## src/rtl/mult_iter.sv

```systemverilog
// Iterative shift-add multiplier: retires BITS_PER_CYCLE multiplier bits per cycle,
// with valid/ready on both sides and an optional two's-complement mode.
module mult_iter #(
    parameter int DATA_WIDTH     = 12,
    parameter int BITS_PER_CYCLE = 2,
    parameter int SIGNED_MODE    = 0
) (
    input  logic                      clk,
    input  logic                      rst,
    input  logic [DATA_WIDTH-1:0]     a_i,
    input  logic [DATA_WIDTH-1:0]     b_i,
    input  logic                      valid_i,
    output logic                      ready_o,
    input  logic                      abort_i,
    output logic [2*DATA_WIDTH-1:0]   p_o,
    output logic                      valid_o,
    input  logic                      ready_i
);

    localparam int W  = DATA_WIDTH;
    localparam int K  = BITS_PER_CYCLE;
    localparam int N  = W / K;
    localparam int CW = (N > 1) ? $clog2(N) : 1;
    localparam logic [CW-1:0] LAST = CW'(N - 1);

    if ((DATA_WIDTH % BITS_PER_CYCLE) != 0) begin : g_width_check
        $error("mult_iter: BITS_PER_CYCLE must divide DATA_WIDTH");
    end

    typedef enum logic [1:0] {IDLE, CALC, DONE} state_t;

    state_t          state;
    logic [2*W-1:0]  a_sh;
    logic [W-1:0]    b_sh;
    logic [2*W-1:0]  acc;
    logic [CW-1:0]   cnt;
    logic            neg;

    logic [W-1:0]    a_mag;
    logic [W-1:0]    b_mag;
    logic            sign_in;
    logic [2*W-1:0]  partial;
    logic [2*W-1:0]  sum;

    // The magnitude of the most negative value still fits in W unsigned bits.
    always_comb begin
        // NOTE: every always_comb output gets a default first so no path leaves it unassigned (no latch).
        a_mag   = a_i;
        b_mag   = b_i;
        sign_in = 1'b0;
        if (SIGNED_MODE != 0) begin
            if (a_i[W-1]) a_mag = -a_i;
            if (b_i[W-1]) b_mag = -b_i;
            sign_in = a_i[W-1] ^ b_i[W-1];
        end
        partial = a_sh * {{(2*W-K){1'b0}}, b_sh[K-1:0]};
        sum     = acc + partial;
    end

    // Multiplicand is pre-shifted and multiplier post-shifted so the digit is always the low K bits.
    always_ff @(posedge clk or posedge rst) begin
        // NOTE: sequential state uses non-blocking assignments so all registers update from pre-edge values.
        if (rst) begin
            state   <= IDLE;
            ready_o <= 1'b1;
            valid_o <= 1'b0;
            p_o     <= '0;
            a_sh    <= '0;
            b_sh    <= '0;
            acc     <= '0;
            cnt     <= '0;
            neg     <= 1'b0;
        end else begin
            case (state)
                IDLE: begin
                    if (valid_i) begin
                        a_sh    <= {{W{1'b0}}, a_mag};
                        b_sh    <= b_mag;
                        neg     <= sign_in;
                        acc     <= '0;
                        cnt     <= '0;
                        state   <= CALC;
                        ready_o <= 1'b0;
                    end
                end
                CALC: begin
                    if (abort_i) begin
                        state   <= IDLE;
                        ready_o <= 1'b1;
                    end else begin
                        acc  <= sum;
                        cnt  <= cnt + 1'b1;
                        a_sh <= a_sh << K;
                        b_sh <= b_sh >> K;
                        if (cnt == LAST) begin
                            p_o     <= neg ? -sum : sum;
                            state   <= DONE;
                            valid_o <= 1'b1;
                        end
                    end
                end
                DONE: begin
                    if (abort_i || ready_i) begin
                        state   <= IDLE;
                        valid_o <= 1'b0;
                        ready_o <= 1'b1;
                    end
                end
                default: begin
                    state   <= IDLE;
                    valid_o <= 1'b0;
                    ready_o <= 1'b1;
                end
            endcase
        end
    end

endmodule

```

## config.mk

```make
export PLATFORM = sky130hd
export DESIGN_NAME = mult_iter
export DESIGN_NICKNAME = d
export VERILOG_FILES = /design/src/rtl/mult_iter.sv
export SDC_FILE = /design/constraint.sdc
export NUM_CORES = 1
export LEC_CHECK = 0
export BUFFER_PORTS_ARGS = -buffer_cell sky130_fd_sc_hd__buf_2
export CORE_MARGIN = 2
export CORE_UTILIZATION = 60
export CTS_BUF_LIST = sky130_fd_sc_hd__clkbuf_4
export DETAILED_ROUTE_END_ITERATION = 12
export PLACE_DENSITY = 0.84
export SYNTH_ARGS = -nofsm -noshare
export SYNTH_HDL_FRONTEND = slang
export SYNTH_SLANG_ARGS = --single-unit
export TNS_END_PERCENT = 5
```

## constraint.sdc

```tcl
create_clock -name clk -period 9.2 [get_ports clk]
set_input_delay 0.92 -clock clk [delete_from_list [all_inputs] [get_ports clk]]
set_output_delay 0.92 -clock clk [all_outputs]
set_load 0.01 [all_outputs]
```

==> summary.md <==
| Metric | Value |
|---|---|
| Status | `finished clean` |
| Clk_skew | `20.6 ps` |
| CP Class | `reg -> reg` |
| Worst slew pin tran | `838 ps` |
| Sw Share | `0.438` |
| CTS max path bufs | `2` |
| Die ar. | `0.0108 mm^2` |
| CP Max Fanout | `24` |
| Share of cells above drive strength 1 | `0.155` |
| DR DRC count | `0` |
| CP peak stage delay | `710 ps` |
| # hold bufs at CTS | `0` |
| Flop pwr share | `0.397` |
| Final Hold Viols | `0` |
| Clock Sink Count | `91` |
| Synth Warn # | `0` |
| Power Density | `232 mW/mm^2` |
| Initial DRT Pass Iterations | `7` |
| Total congestion overflow | `0` |
| Clock Tree Root | `clkbuf_4` |
| Syn Area/Cell | `9.16 um^2` |
| Vias in the first global route | `4943` |
| Synth unique cells | `69` |
| Final setup violation count | `0` |
| Cell area after layout | `0.00649 mm^2` |
| Internal Power | `847 uW` |
| CTS H-tree lvls | `3` |
| Die Wd | `104 um` |
| Most frequent cells in the layout | `nand2_1, dfrtp_1, inv_1, buf_2, o21ai_0` |
| Final net count | `767` |
| Crit end category | `register` |
| GRT Total Usage | `0.277` |
| GPL Wtd Cong | `0.918` |
| Number of flops mapped to enable cells by yosys | `0` |
| Via count | `4883` |
| RSZ-0062 raised after global routing | `false` |
| CP top delay family | `adder cells` |
| Maximum number of pins on one net before global-route repair | `81` |
| # port buffers | `54` |
| Setup_tns | `0 ps` |
| Commonest non-fill, non-tap cell in the layout | `nand2_1` |
| Number of antenna violations at the first check in global routing | `0` |
| Initial Util | `0.616` |
| Fill count | `828` |
| Post-DP HPWL | `10.4 mm` |
| Tmin final | `3820 ps` |
| CP max-delay cell | `dfrtp_1` |
| #FFs+latches synth | `91` |
| First-pass GRT wire length | `24.2 mm` |
| Post-CTS Resized | `0` |
| Clk slew on worst S/H paths | `150 ps` |
| Floorplan core area | `0.00977 mm^2` |
| Ant diodes | `0` |
| Sequential-to-total area share from yosys stat | `0.379` |
| Slew Viols, Final | `0` |
| Lkg Pwr | `0.00324 uW` |
| Comb power frac | `0.450` |
| Routed WL | `14.1 mm` |
| Clk network pwr share | `0.153` |
| Post-Syn Area | `0.00602 mm^2` |
| VDD IR max | `0.137 mV` |
| Synth Net Count | `734` |
| Max Cap Viol | `0` |
| WP data arrival | `4190 ps` |
| Syn-to-layout area delta | `7.77%` |
| Bufs and invs on worst path | `1` |
| CTS tree | `done` |
| Cell mode on critical path | `fa_1` |
| Final Non-Filler Cells | `828` |
| Vias per std cell | `5.90` |
| F_max | `262 MHz` |
| Drt first-iter violations | `326` |
| Post-layout util | `0.664` |
| CP cell instances | `and2_1 -> fa_1 -> ha_1 -> inv_1 -> fa_1 -> and2b_1 -> o2111ai_2 -> a21oi_1 -> a31oi_1 -> xnor2_1 -> mux2_2` |
| Placement Cell Area | `0.00635 mm^2` |
| Setup bufs post-CTS | `0` |
| Syn Inst Count | `657` |
| Normalized max-slew margin | `0.442` |
| Placed insts | `812` |
| # IOs | `55` |
| Final period utilization | `0.415` |
| WP data required | `9570 ps` |
| Synth async-reset ratio | `1.00` |
| Clock Latency Late Sink | `460 ps` |
| Routed Antenna Nets | `0` |
| Crit start category | `register` |
| Dominant synthesized flop cell | `dfrtp_1` |
| Worst min path class | `reg -> reg` |
| WL per Instance | `17.0 um` |
| CTS Buf Count | `9` |
| Row cnt | `36` |
| NetSw | `659 uW` |
| Chip height | `104 um` |
cells in the mapped netlist (11+ instances only):
cell type  instances  area, um^2
clkbuf_1          20        75.1
inv_1             69         259
a22o_1            28         245
dfrtp_1           90        2250
a21oi_1           20         100
mux2i_1           23         230
fa_1              23         460
xnor2_1           12         105
nand3_1           11        55.1
nand2_1          119         447
ha_1              25         313
o21ai_0           43         215
nor2_1            30         113
nor3_1            11        55.1
registers in the layout, indices dropped and copies added, names as in the netlist:
| name | flops |
|---|---|
| p_o | 24 |
| valid_o | 1 |
| ready_o | 1 |
| b_sh | 12 |
| state | 2 |
| a_sh | 24 |
| acc | 24 |
| cnt | 3 |
through the flow:
| step | hold slack (ps) | worst slack (ps) | power [uW] |
|---|---|---|---|
| finish | 472 | 5380 | 1510 |
| CTS | 475 | 5430 | 1510 |
| global route | 487 | 5140 | 1620 |
| detailed placement | 456 | 5420 | 1280 |
| global placement | 450 | 5510 | 1250 |
| floorplan | 449 | 5920 | 1110 |
power groups by stage:
stage	Clock (uW)	Sequential, uW	Combinational [uW]
after floorplan	0	566	543
after global placement	0	598	651
after detailed placement	0	603	677
after CTS	235	596	679
after global routing	249	613	761
final	230	598	678
worst register-to-register path, stage by stage (launching register included):
cell,delay (ps)
dfrtp_1,710
and2_1,310
fa_1,510
ha_1,160
inv_1,50
fa_1,390
and2b_1,250
o2111ai_2,180
a21oi_1,490
a31oi_1,230
xnor2_1,180
mux2_2,270
cell type report:
cell class	instances	area (um^2)	area share
Clock buffer	10	75.1	0.0116
Clock inverter	6	65.1	0.0100
Inverter	69	260	0.0401
Multi-Input combinational cell	459	3330	0.513
Sequential cell	91	2280	0.351
Tap cell	133	166	0.0257
Timing Repair Buffer	60	315	0.0486
routing by layer:
metal  global-route usage  wire length [um]  vias up
met4                0.101               291        0
met5                    0                 0        -
met2                0.447              6530      188
li1                     -                 -     2310
met3               0.0545              1010       26
met1                0.375              6250     2359
cell families after synthesis:
group | Yosys count | synth area share
multiplexers | 32 | 0.0551
XOR/XNOR | 16 | 0.0256
AND/OR/NAND/NOR | 218 | 0.166
AO/OA/AOI/OAI | 145 | 0.176
flip-flops | 91 | 0.379
adder cells (fa/ha/maj) | 48 | 0.128
buffers and inverters | 107 | 0.0705
final timing paths:
kind	startpoint	endpoint	slack, ps	cells past startpoint
worst min-delay path	ready_o$_DFFE_PP1P_	ready_o$_DFFE_PP1P_	470	2
max in group asynchronous	rst	acc[6]$_DFFE_PP0P_	7580	3
min in group asynchronous	rst	p_o[22]$_DFFE_PP0P_	560	2
worst min register to register	ready_o$_DFFE_PP1P_	ready_o$_DFFE_PP1P_	470	2
worst max-delay path	b_sh[1]$_DFFE_PP0P_	p_o[11]$_DFFE_PP0P_	5380	11
worst max register to register	b_sh[1]$_DFFE_PP0P_	p_o[11]$_DFFE_PP0P_	5380	11
Power figures use the tool's default switching activity.
